`src/rtl/umich_scan_pkg.sv`:
```
// Shared state encoding and default sizing for the scan-chain loader.
// The counter width is derived from the widest count that any counter has to hold.
package umich_scan_pkg;

    typedef enum logic [2:0] {
        StIdle,
        StClear,
        StShift,
        StLatch,
        StDone
    } state_e;

    localparam int unsigned DefWidth      = 16;
    localparam int unsigned DefHoldCycles = 4;

    function automatic int unsigned cnt_width(input int unsigned width, input int unsigned hold);
        int unsigned m;
        m = (width > hold) ? width : hold;
        return $clog2(m + 1);
    endfunction

endpackage

```
`src/rtl/umich_scan_loader.sv`:
```
// Shifts a serial pattern LSB-first into a shadow register and then presents it to a
// downstream bit bank, using a clear pulse before the load and a latch-enable pulse after it.
module umich_scan_loader
    import umich_scan_pkg::*;
#(
    parameter int unsigned WIDTH       = DefWidth,
    parameter int unsigned HOLD_CYCLES = DefHoldCycles
) (
    input  logic             clocked_on,
    input  logic             preset,
    input  logic             start,
    input  logic             abort,
    input  logic             ser_valid,
    input  logic             ser_data,
    output logic             ser_ready,
    output logic [WIDTH-1:0] data_out,
    output logic             enable_out,
    output logic             clear_out,
    output logic             busy,
    output logic             done
);

    localparam int unsigned CntW = cnt_width(WIDTH, HOLD_CYCLES);
    localparam logic [CntW-1:0] LastBeat = CntW'(WIDTH - 1);
    localparam logic [CntW-1:0] LastHold = CntW'(HOLD_CYCLES - 1);

    state_e           r_state_q, w_state_d;
    logic [CntW-1:0]  r_beat_q, w_beat_d;
    logic [CntW-1:0]  r_hold_q, w_hold_d;
    logic [WIDTH-1:0] r_shadow_q, w_shadow_d;
    logic [WIDTH-1:0] r_data_q, w_data_d;
    logic             r_clear_q, w_clear_d;
    logic             r_enable_q, w_enable_d;
    logic             r_ready_q, w_ready_d;
    logic             r_busy_q, w_busy_d;
    logic             r_done_q, w_done_d;

    always_comb begin
        w_state_d  = r_state_q;
        w_beat_d   = r_beat_q;
        w_hold_d   = r_hold_q;
        w_shadow_d = r_shadow_q;
        w_data_d   = r_data_q;

        unique case (r_state_q)
            StIdle: begin
                if (start) begin
                    w_state_d  = StClear;
                    w_shadow_d = '0;
                    w_beat_d   = '0;
                    w_hold_d   = '0;
                end
            end
            StClear: begin
                if (abort) begin
                    w_state_d = StIdle;
                    w_hold_d  = '0;
                end else if (r_hold_q == LastHold) begin
                    w_state_d = StShift;
                    w_hold_d  = '0;
                end else begin
                    w_hold_d = r_hold_q + CntW'(1);
                end
            end
            StShift: begin
                // An abort discards any beat offered in the same cycle.
                if (abort) begin
                    w_state_d = StIdle;
                    w_beat_d  = '0;
                end else if (ser_valid) begin
                    w_shadow_d = r_shadow_q | (WIDTH'(ser_data) << r_beat_q);
                    if (r_beat_q == LastBeat) begin
                        w_state_d = StLatch;
                        w_beat_d  = '0;
                        w_data_d  = w_shadow_d;
                    end else begin
                        w_beat_d = r_beat_q + CntW'(1);
                    end
                end
            end
            StLatch: begin
                if (abort) begin
                    w_state_d = StIdle;
                    w_hold_d  = '0;
                end else if (r_hold_q == LastHold) begin
                    w_state_d = StDone;
                    w_hold_d  = '0;
                end else begin
                    w_hold_d = r_hold_q + CntW'(1);
                end
            end
            StDone: begin
                w_state_d = StIdle;
            end
            default: begin
                w_state_d = StIdle;
            end
        endcase

        // Outputs are registered copies of the next state so they line up with the state.
        w_clear_d  = (w_state_d == StClear);
        w_enable_d = (w_state_d == StLatch);
        w_ready_d  = (w_state_d == StShift);
        w_busy_d   = (w_state_d != StIdle);
        w_done_d   = (w_state_d == StDone);
    end

    always_ff @(posedge clocked_on or posedge preset) begin
        if (preset) begin
            r_state_q  <= StIdle;
            r_beat_q   <= '0;
            r_hold_q   <= '0;
            r_shadow_q <= '0;
            r_data_q   <= '0;
            r_clear_q  <= 1'b0;
            r_enable_q <= 1'b0;
            r_ready_q  <= 1'b0;
            r_busy_q   <= 1'b0;
            r_done_q   <= 1'b0;
        end else begin
            r_state_q  <= w_state_d;
            r_beat_q   <= w_beat_d;
            r_hold_q   <= w_hold_d;
            r_shadow_q <= w_shadow_d;
            r_data_q   <= w_data_d;
            r_clear_q  <= w_clear_d;
            r_enable_q <= w_enable_d;
            r_ready_q  <= w_ready_d;
            r_busy_q   <= w_busy_d;
            r_done_q   <= w_done_d;
        end
    end

    assign ser_ready  = r_ready_q;
    assign data_out   = r_data_q;
    assign enable_out = r_enable_q;
    assign clear_out  = r_clear_q;
    assign busy       = r_busy_q;
    assign done       = r_done_q;

endmodule

```
`config.mk`:
```
export PLATFORM = sky130hd
export DESIGN_NAME = umich_scan_loader
export DESIGN_NICKNAME = d
export VERILOG_FILES = /design/src/rtl/umich_scan_pkg.sv /design/src/rtl/umich_scan_loader.sv
export SDC_FILE = /design/constraint.sdc
export NUM_CORES = 1
export LEC_CHECK = 0
export BUFFER_PORTS_ARGS = -buffer_cell sky130_fd_sc_hd__clkbuf_2
export CAP_MARGIN = 20
export CORE_ASPECT_RATIO = 0.7
export CORE_UTILIZATION = 46
export CTS_CLUSTER_DIAMETER = 50
export CTS_CLUSTER_SIZE = 28
export DETAILED_ROUTE_END_ITERATION = 8
export PLACE_DENSITY = 0.66
export SLEW_MARGIN = 10
export SYNTH_ARGS = -nofsm -noshare
export SYNTH_HDL_FRONTEND = slang
export SYNTH_SLANG_ARGS = --single-unit
```
`constraint.sdc`:
```
create_clock -name clocked_on -period 2.35 [get_ports clocked_on]
set_input_delay 0 -clock clocked_on [delete_from_list [all_inputs] [get_ports clocked_on]]
set_output_delay 0 -clock clocked_on [all_outputs]
set_load 0.005 [all_outputs]
```
==> results.py <==
metrics = {
    "global_routing": {
        "antenna_found_initial": 0,
        "grt_pass1_vias": 1463,
        "grt_pass1_wl_mm": 7.07,
        "grt_usage": 0.182,
        "grt_max_degree": 35,
        "overflow": 0,
    },
    "clocking": {
        "cts_setup_buffers": 0,
        "clockBufferDepth": 2,
        "htreeDepth": 2,
        "cts-buffers-inserted": 5,
        "cts_tree": "built",
        "clkSinkCount": 50,
        "clk_pin_slew_ns": 0.10,
        "insertion_delay_ns": 0.30,
        "cts_root_buf": "clkbuf_8",
    },
    "cells_and_area": {
        "antenna-diode-count": 0,
        "fin_util": 0.558,
        "fin_cells": 287,
        "final_net_count": 239,
        "drive_gt1_frac": 0.220,
        "areaGrowthSynthToFinish_pct": 12.5,
        "fin_area_um2": 2500,
        "layout_commonest_cell": "dfrtp_1",
        "layout_common_cells": "dfrtp_1, clkbuf_2, nand2_1",
    },
    "timing": {
        "fmax_mhz": 561,
        "rsz0062_at_grt": "no",
        "fin_crit_ns": 1.78,
        "setup_violations": 0,
        "holdWs_ns": 0.0458,
        "fin_setup_tns_ns": 0,
        "slew_headroom": 0.632,
        "finalMaxSlewViolations": 0,
        "tightest_slew_ns": 0.550,
        "period_share": 0.758,
        "setup_ws_ns": 0.568,
        "finalHoldViolations": 0,
        "fin_skew_ns": 0.00724,
    },
    "yosys": {
        "synth-edff-count": 0,
        "ys.flop_type": "dfrtp_1",
        "yosysTopAreaCellShare": 0.563,
        "ys_types": 43,
        "synth_area_per_cell_um2": 10.9,
        "yosysTopAreaCell": "dfrtp_1",
        "synth_seq_area_share": 0.563,
        "syn_inst": 204,
        "synth_area_leaders": "dfrtp_1, a21oi_1, nand2_1",
        "yosysWarnings": 0,
        "ys_async_sr_fraction": 1.00,
        "syn_area_um2": 2220,
        "syn-num-nets": 212,
        "ys_seq_elements": 50,
    },
    "worst_setup_path": {
        "cp.arrival_ns": 1.96,
        "crit_fanout": 34,
        "startpoint": "r_state_q[1]$_DFF_PP0_",
        "critPathRequiredTime_ns": 2.52,
        "crit_chain": "nor4b_4, nand3_4, nand2_1, o21ai_0",
        "endpoint_kind": "flip-flop",
        "start_kind": "flip-flop",
        "r2r-start": "r_state_q[1]$_DFF_PP0_",
        "cp_slowest_stage_delay_ns": 0.53,
        "critPathSlowestCell": "dfrtp_1",
        "worstSetupPathType": "flip-flop to flip-flop",
    },
    "power_and_ir_drop": {
        "switchingPower_mw": 0.391,
        "power_frac_clock": 0.329,
        "ir_worst_vdd_mv": 0.287,
        "leakage_nw": 1.15,
        "p_sw_frac": 0.256,
        "p_int_mw": 1.14,
        "power_density_nw_per_um2": 611,
        "seq_power_share": 0.586,
        "power_mw": 1.53,
        "power_frac_comb": 0.085,
    },
    "route": {
        "first_pass_iters": 4,
        "ant_nets": 0,
        "num_vias": 1574,
        "drc": 0,
        "drtIter0Drc": 72,
        "wire_per_inst_um": 14.3,
        "wl_mm": 4.10,
        "viasPerCell": 5.48,
    },
    "flow_run": {
        "drv_cap": 0,
    },
    "worst_hold_path": {
        "min-delay-start": "start",
        "min_path_type": "input port to flip-flop",
    },
    "die": {
        "coreArea_um2": 4480,
        "initial_core_util": 0.496,
        "die_height_um": 60.1,
        "design.die.area_um2": 5110,
        "rows": 20,
        "dieWidth_um": 85.1,
        "pin_count": 27,
    },
    "place": {
        "hpwl_mm": 2.87,
        "dp.cells": 277,
        "pre_cts_slack_ns": 0.563,
        "gp_congestion": 0.771,
        "dpl_cell_area_um2": 2390,
        "numPortBuffers": 26,
    },
    "status": {
        "outcome": "complete, no violations",
    },
}
==> synth_stat cells (3+ instances only) <==
| cell type | number |
|---|---|
| a21oi_1 | 20 |
| nor2b_1 | 5 |
| o21ai_2 | 3 |
| a22o_1 | 7 |
| nand2_1 | 23 |
| dfrtp_1 | 50 |
| a32o_1 | 8 |
| buf_2 | 5 |
| o21ai_1 | 13 |
| nand3_1 | 4 |
| o21ai_0 | 13 |
| inv_1 | 3 |
| nor2_1 | 10 |
==> power by group through the flow <==
| stage | registers, mW | logic (mW) | clock network, mW |
|---|---|---|---|
| after CTS | 0.894 | 0.131 | 0.517 |
| after global placement | 0.911 | 0.125 | 0 |
| after floorplan | 0.908 | 0.0911 | 0 |
| final | 0.895 | 0.129 | 0.503 |
| after detailed placement | 0.911 | 0.128 | 0 |
| after global routing | 0.898 | 0.148 | 0.554 |
==> area by class of cell <==
cell class,count,area (um^2)
fill,403,1980
sequential,50,1250
multi-input combinational,139,897
timing repair buffer,32,180
clock buffer,5,68.8
tap,55,68.8
clock inverter,3,21.3
inverter,3,11.3
==> critical path: cells and delay by family, from the launching register on <==
family	cells	cell delay, ns
and+or+nand+nor	3	1.02
DFF	1	0.53
AOI/OAI and AO/OA	1	0.09
==> worst paths after layout <==
| check | end | slack [ns] | cells past startpoint |
|---|---|---|---|
| min in group asynchronous | ser_ready$_DFF_PP0_ | 0.21 | 3 |
| setup / recovery | data_out[6]$_DFFE_PP0P_ | 0.57 | 4 |
| setup reg to reg | data_out[6]$_DFFE_PP0P_ | 0.57 | 4 |
| hold / removal | busy$_DFF_PP0_ | 0.05 | 3 |
| max in group asynchronous | r_shadow_q[8]$_DFFE_PP0P_ | 1.40 | 4 |
| hold reg to reg | data_out[5]$_DFFE_PP0P_ | 0.48 | 2 |
==> state kept, by name (all words and copies together), names as in the netlist <==
register	cells
busy	1
clear_out	1
data_out	16
done	1
enable_out	1
r_beat_q	5
r_hold_q	5
r_shadow_q	16
r_state_q	3
ser_ready	1
==> cell families (layout without fill, tap and decap cells) <==
kind of cell	Yosys count	in the layout	synth area share
and+or+nand+nor	69	69	0.199
DFF	50	50	0.563
AOI/OAI and AO/OA	66	66	0.186
adders and majority gates	2	2	0.0113
buffers and inverters	15	43	0.0327
xor gates and xnor gates	2	2	0.00789
==> per-layer routing <==
layer	vias up	GRT usage	wire length, um
met5	-	0	0
met4	0	0.0363	9
met3	2	0.0428	106
met2	20	0.270	1700
met1	768	0.273	2280
li1	784	-	-
==> what timing repair did <==
action                                 CTS  global route
gates resized for setup                  0             0
endpoints found under the hold margin   20             0
hold buffers                             2             0
No activity file was read; power rests on OpenSTA's default activity.
